===== config.mk =====
export PLATFORM = sky130hd
export DESIGN_NAME = sc_life_controller
export DESIGN_NICKNAME = d
export VERILOG_FILES = /design/src/rtl/sc_life_controller.sv
export SDC_FILE = /design/constraint.sdc
export NUM_CORES = 1
export LEC_CHECK = 0
export BUFFER_PORTS_ARGS = -buffer_cell sky130_fd_sc_hd__clkbuf_2
export CORE_UTILIZATION = 55
export DETAILED_ROUTE_END_ITERATION = 8
export PLACE_DENSITY = 0.77
export SLEW_MARGIN = 5
export SYNTH_ARGS = -nofsm -noshare
export SYNTH_HDL_FRONTEND = slang
export SYNTH_SLANG_ARGS = --single-unit
export TNS_END_PERCENT = 30

===== constraint.sdc =====
create_clock -name SC_LIVECOUNTER_CLOCK_50 -period 3.9 [get_ports SC_LIVECOUNTER_CLOCK_50]
set_input_delay 0.195 -clock SC_LIVECOUNTER_CLOCK_50 [delete_from_list [all_inputs] [get_ports SC_LIVECOUNTER_CLOCK_50]]
set_output_delay 0.195 -clock SC_LIVECOUNTER_CLOCK_50 [all_outputs]
set_load 0.03 [all_outputs]

===== src/rtl/sc_life_controller.sv =====
// rtl/sc_life_controller.sv - Frogger game-flow sequencer owning lives decrement, death delay, respawn and invulnerability
module sc_life_controller #(
    parameter int DEATH_CYCLES  = 25_000_000,
    parameter int INVULN_CYCLES = 50_000_000,
    parameter int CNT_W         = 26
) (
    input  logic             SC_LIVECOUNTER_CLOCK_50,
    input  logic             SC_LIVECOUNTER_RESET_InHigh,
    input  logic             SC_LIFECTRL_start_InLow,
    input  logic             SC_LIFECTRL_collision_In,
    input  logic             SC_LIFECTRL_goal_In,
    input  logic [3:0]       SC_LIFECTRL_lives_InBUS,
    output logic             SC_LIFECTRL_cuenta_Out,
    output logic             SC_LIFECTRL_respawn_Out,
    output logic             SC_LIFECTRL_freeze_Out,
    output logic             SC_LIFECTRL_invuln_Out,
    output logic             SC_LIFECTRL_gameover_Out,
    output logic [2:0]       SC_LIFECTRL_state_OutBUS
);

    typedef enum logic [2:0] {
        IDLE     = 3'd0,
        PLAY     = 3'd1,
        HIT      = 3'd2,
        DYING    = 3'd3,
        CHECK    = 3'd4,
        RESPAWN  = 3'd5,
        GAMEOVER = 3'd6
    } state_t;

    localparam logic [CNT_W-1:0] DEATH_LOAD  = CNT_W'(DEATH_CYCLES - 1);
    localparam logic [CNT_W-1:0] INVULN_LOAD = CNT_W'(INVULN_CYCLES);

    state_t           state;
    state_t           state_next;
    logic [CNT_W-1:0] delay_cnt;
    logic [CNT_W-1:0] delay_cnt_next;
    logic             lives_zero;
    logic             cnt_zero;

    assign lives_zero = (SC_LIFECTRL_lives_InBUS == 4'd0);
    assign cnt_zero   = (delay_cnt == '0);

    always_ff @(posedge SC_LIVECOUNTER_CLOCK_50 or posedge SC_LIVECOUNTER_RESET_InHigh) begin
        if (SC_LIVECOUNTER_RESET_InHigh) begin
            state     <= IDLE;
            delay_cnt <= '0;
        end else begin
            state     <= state_next;
            delay_cnt <= delay_cnt_next;
        end
    end

    // One counter serves both the death delay (DYING) and the invulnerability window (PLAY).
    always_comb begin
        state_next     = state;
        delay_cnt_next = delay_cnt;
        case (state)
            IDLE: begin
                if (!SC_LIFECTRL_start_InLow) begin
                    state_next = lives_zero ? GAMEOVER : RESPAWN;
                end
            end
            PLAY: begin
                if (lives_zero) begin
                    state_next     = GAMEOVER;
                    delay_cnt_next = '0;
                end else if (SC_LIFECTRL_collision_In && cnt_zero) begin
                    state_next     = HIT;
                    delay_cnt_next = '0;
                end else begin
                    if (!cnt_zero) begin
                        delay_cnt_next = delay_cnt - 1'b1;
                    end
                    if (SC_LIFECTRL_goal_In) begin
                        state_next = RESPAWN;
                    end
                end
            end
            HIT: begin
                state_next     = DYING;
                delay_cnt_next = DEATH_LOAD;
            end
            DYING: begin
                if (cnt_zero) begin
                    state_next = CHECK;
                end else begin
                    delay_cnt_next = delay_cnt - 1'b1;
                end
            end
            CHECK: begin
                state_next = lives_zero ? GAMEOVER : RESPAWN;
            end
            RESPAWN: begin
                state_next     = PLAY;
                delay_cnt_next = INVULN_LOAD;
            end
            GAMEOVER: begin
                state_next = GAMEOVER;
            end
            default: begin
                state_next     = IDLE;
                delay_cnt_next = '0;
            end
        endcase
    end

    // HIT is only entered with lives nonzero, so decoding cuenta from state alone cannot wrap the counter.
    assign SC_LIFECTRL_cuenta_Out   = (state == HIT);
    assign SC_LIFECTRL_respawn_Out  = (state == RESPAWN);
    assign SC_LIFECTRL_freeze_Out   = (state != PLAY);
    assign SC_LIFECTRL_invuln_Out   = (state == PLAY) && !cnt_zero;
    assign SC_LIFECTRL_gameover_Out = (state == GAMEOVER);
    assign SC_LIFECTRL_state_OutBUS = state;

endmodule


==> summary.txt <==
Reg2reg path depth = 6
Final WS setup = 0.979 ns
First-pass GRT wire length = 8.79 mm
Final #Nets = 262
Post-synthesis sequential area ratio = 0.359
Slew @ Worst Pin = 1.12 ns
Flops & latches, synth = 29
GRT overflow = 0
CTS tree = built
Hold Crit Class = primary input to async pin
Die width = 62.6 um
Status = finished, final reports clean
Die Ht = 62.6 um
Initial DRC count = 168
Clock H-tree levels = 2
Post-synthesis instance area = 2020 sq um
Initial antenna violation count = 0
FFs w/ async S/R, synth = 1.00
Post-synthesis cell count = 237
Yosys top cell area share = 0.359
Clock sinks = 29
Io pins = 17
PwrDens = 948 nW/um^2
Relative slew slack = 0.255
Final number of setup-violating endpoints = 0
Leak pwr = 0.891 nW
Post-DP Area = 2100 sq um
Synth cell types = 63
Fillers = 305
Number of post-CTS setup repair buffers = 0
Row count = 21
Number of synthesized flops with an enable pin = 0
# DRC = 0
Synth-to-Final Area Change = 7.62%
Flop2flop setup slack = 1.06 ns
Syn nets = 248
Critical Path Fanout Max = 6
Placed insts = 290
Clock tree buffer depth = 2
Clock slew at reported path FFs = 0.10 ns
Clock root buffer = clkbuf_4
Place WS = 1.11 ns
Final Non-Filler Cells = 297
Layout cell share with drive strength beyond 1 = 0.175
Clock Latency Late Sink = 0.35 ns
Critical path required time = 3.70 ns
Cts hold-fix bufs = 0
Die footprint = 3920 sq um
CTS Buf Count = 5
Setup TNS Final = 0 ns
Core area = 3420 sq um
Cell taking the most area after synthesis = dfrtp_1
R2r startpoint = delay_cnt[2]$_DFFE_PP0N_
Startpoint types = flop
VDD IR max = 0.434 mV
Tot Pwr = 0.00206 W
Max Slew Vio Count = 0
Via Count = 1,968
Dpl hpwl = 3.55 mm
Commonest cells in the netlist = 29 x dfrtp_1, 27 x nor2_1, 23 x o21ai_0
Ranking of synthesized cells by area = dfrtp_1 36%, o21ai_0 5.7%, nor2_1 5.0%
Design Area, Final = 2170 sq um
Min cycle time layout = 2.92 ns
Drt pass-1 iters = 4
CP Class = flop to output pin
N_diodes = 0
Via/cell ratio = 6.63
Port bufs = 16
Pin count of the biggest net entering global routing = 33
Syn Area/Cell = 8.52 sq um
Dominant synthesized flop cell = dfrtp_1
CTS-repair resized insts = 0
Final worst path period share = 0.749
Post-DRT Antenna Nets = 0
Vias in the first global route = 1,808
Unrepaired setup endpoints after global routing = no
Initial Util = 0.591
Worst R2R End = delay_cnt[3]$_DFFE_PP0N_
Clk_skew = 0.0176 ns
Gpl congestion = 0.878
Gr usage total = 0.290
Most frequent cell after synthesis = dfrtp_1
Routed Wire Length = 5.15 mm
Warnings from Yosys = 0
Routed WL per cell = 17.3 um
Final Hold Viols = 0
Crit path DAT = 2.73 ns
Nature of the critical path endpoint = output pin
Max Clock Freq = 342 MHz
Max Cap Viol = 0
==> registers in the layout, summed over array words and instances (netlist names) <==
name	flops
delay_cnt	26
SC_LIFECTRL_state_OutBUS	3
==> logic make-up (layout without fill, tap and decap cells) <==
group,count (synthesis),after routing,synth area share
adders and majority gates,2,2,0.0124
muxes,1,1,0.00496
AOI/OAI and AO/OA,83,83,0.274
buffers and inverters,19,33,0.0502
and+or+nand+nor,103,103,0.299
DFF,29,29,0.359
==> area by class of cell <==
cell class                 count  area [sq um]  share of cell area
tap                           46          57.6              0.0265
multi-input combinational    189          1190               0.549
sequential                    29           726               0.334
clock inverter                 2          35.0              0.0161
timing repair buffer          18          95.1              0.0438
inverter                       8          30.0              0.0138
clock buffer                   5          37.5              0.0173
==> how the worst max path moves through the flow <==
| stage | startpoint | end | slack (ns) | cells past startpoint |
|---|---|---|---|---|
| final | delay_cnt[0]$_DFFE_PP0N_ | SC_LIFECTRL_invuln_Out | 0.98 | 7 |
| after detailed placement | delay_cnt[0]$_DFFE_PP0N_ | delay_cnt[19]$_DFFE_PP0N_ | 1.11 | 8 |
| after floorplan | SC_LIFECTRL_state_OutBUS[1]$_DFFE_PP0P_ | delay_cnt[20]$_DFFE_PP0N_ | 1.30 | 7 |
| after global routing | delay_cnt[2]$_DFFE_PP0N_ | SC_LIFECTRL_invuln_Out | 0.78 | 5 |
| after global placement | delay_cnt[0]$_DFFE_PP0N_ | delay_cnt[19]$_DFFE_PP0N_ | 1.17 | 8 |
| after CTS | delay_cnt[0]$_DFFE_PP0N_ | SC_LIFECTRL_invuln_Out | 0.98 | 7 |
==> per-layer routing <==
metal  wire (um)  GRT usage  share of wire  vias up
met1        2420      0.389           0.47      959
met2        2430      0.463           0.47       63
li1            -          -              -      940
met3         254     0.0511          0.049        6
met5           0          0              0        -
met4          50      0.116         0.0097        0
==> layout by cell type, fill, tap and decap left out, drive strengths merged, types with 3 or more instances in the layout <==
| cell | count |
|---|---|
| o21ai | 31 |
| dfrtp | 29 |
| nor2 | 28 |
| clkbuf | 21 |
| nand2 | 15 |
| nor4 | 12 |
| a21oi | 11 |
| nand3 | 8 |
| inv | 8 |
| a31oi | 8 |
| nor3 | 6 |
| or2 | 6 |
| o211ai | 5 |
| a211o | 4 |
| nor3b | 4 |
| or4 | 4 |
| o311ai | 3 |
| o31ai | 3 |
| nor4b | 3 |
| or3 | 3 |
==> metrics by stage <==
| stage | utilization | hold slack [ns] |
|---|---|---|
| 6_report | 0.636 | 0.0986 |
| 2_1_floorplan | - | 0.273 |
| 4_1_cts | 0.636 | 0.129 |
| 3_5_place_dp | 0.615 | 0.468 |
| 5_1_grt | 0.636 | 0.229 |
| 3_3_place_gp | 0.615 | 0.464 |
==> worst max-delay path: stages, from the launching register on <==
cell      delay (ns)
dfrtp_1         0.44
inv_1           0.16
ha_1            0.18
or4b_1          0.51
or4_4           0.50
nor2_1          0.32
nor2_1          0.07
clkbuf_2        0.19
==> power by group <==
part,switching [W],internal [W],leakage (nW)
combinational,0.000751,0.000439,0.489
clock,0.000112,0.000130,0.0410
sequential,0.000185,0.000442,0.361
(Power assumes the default switching activity.)
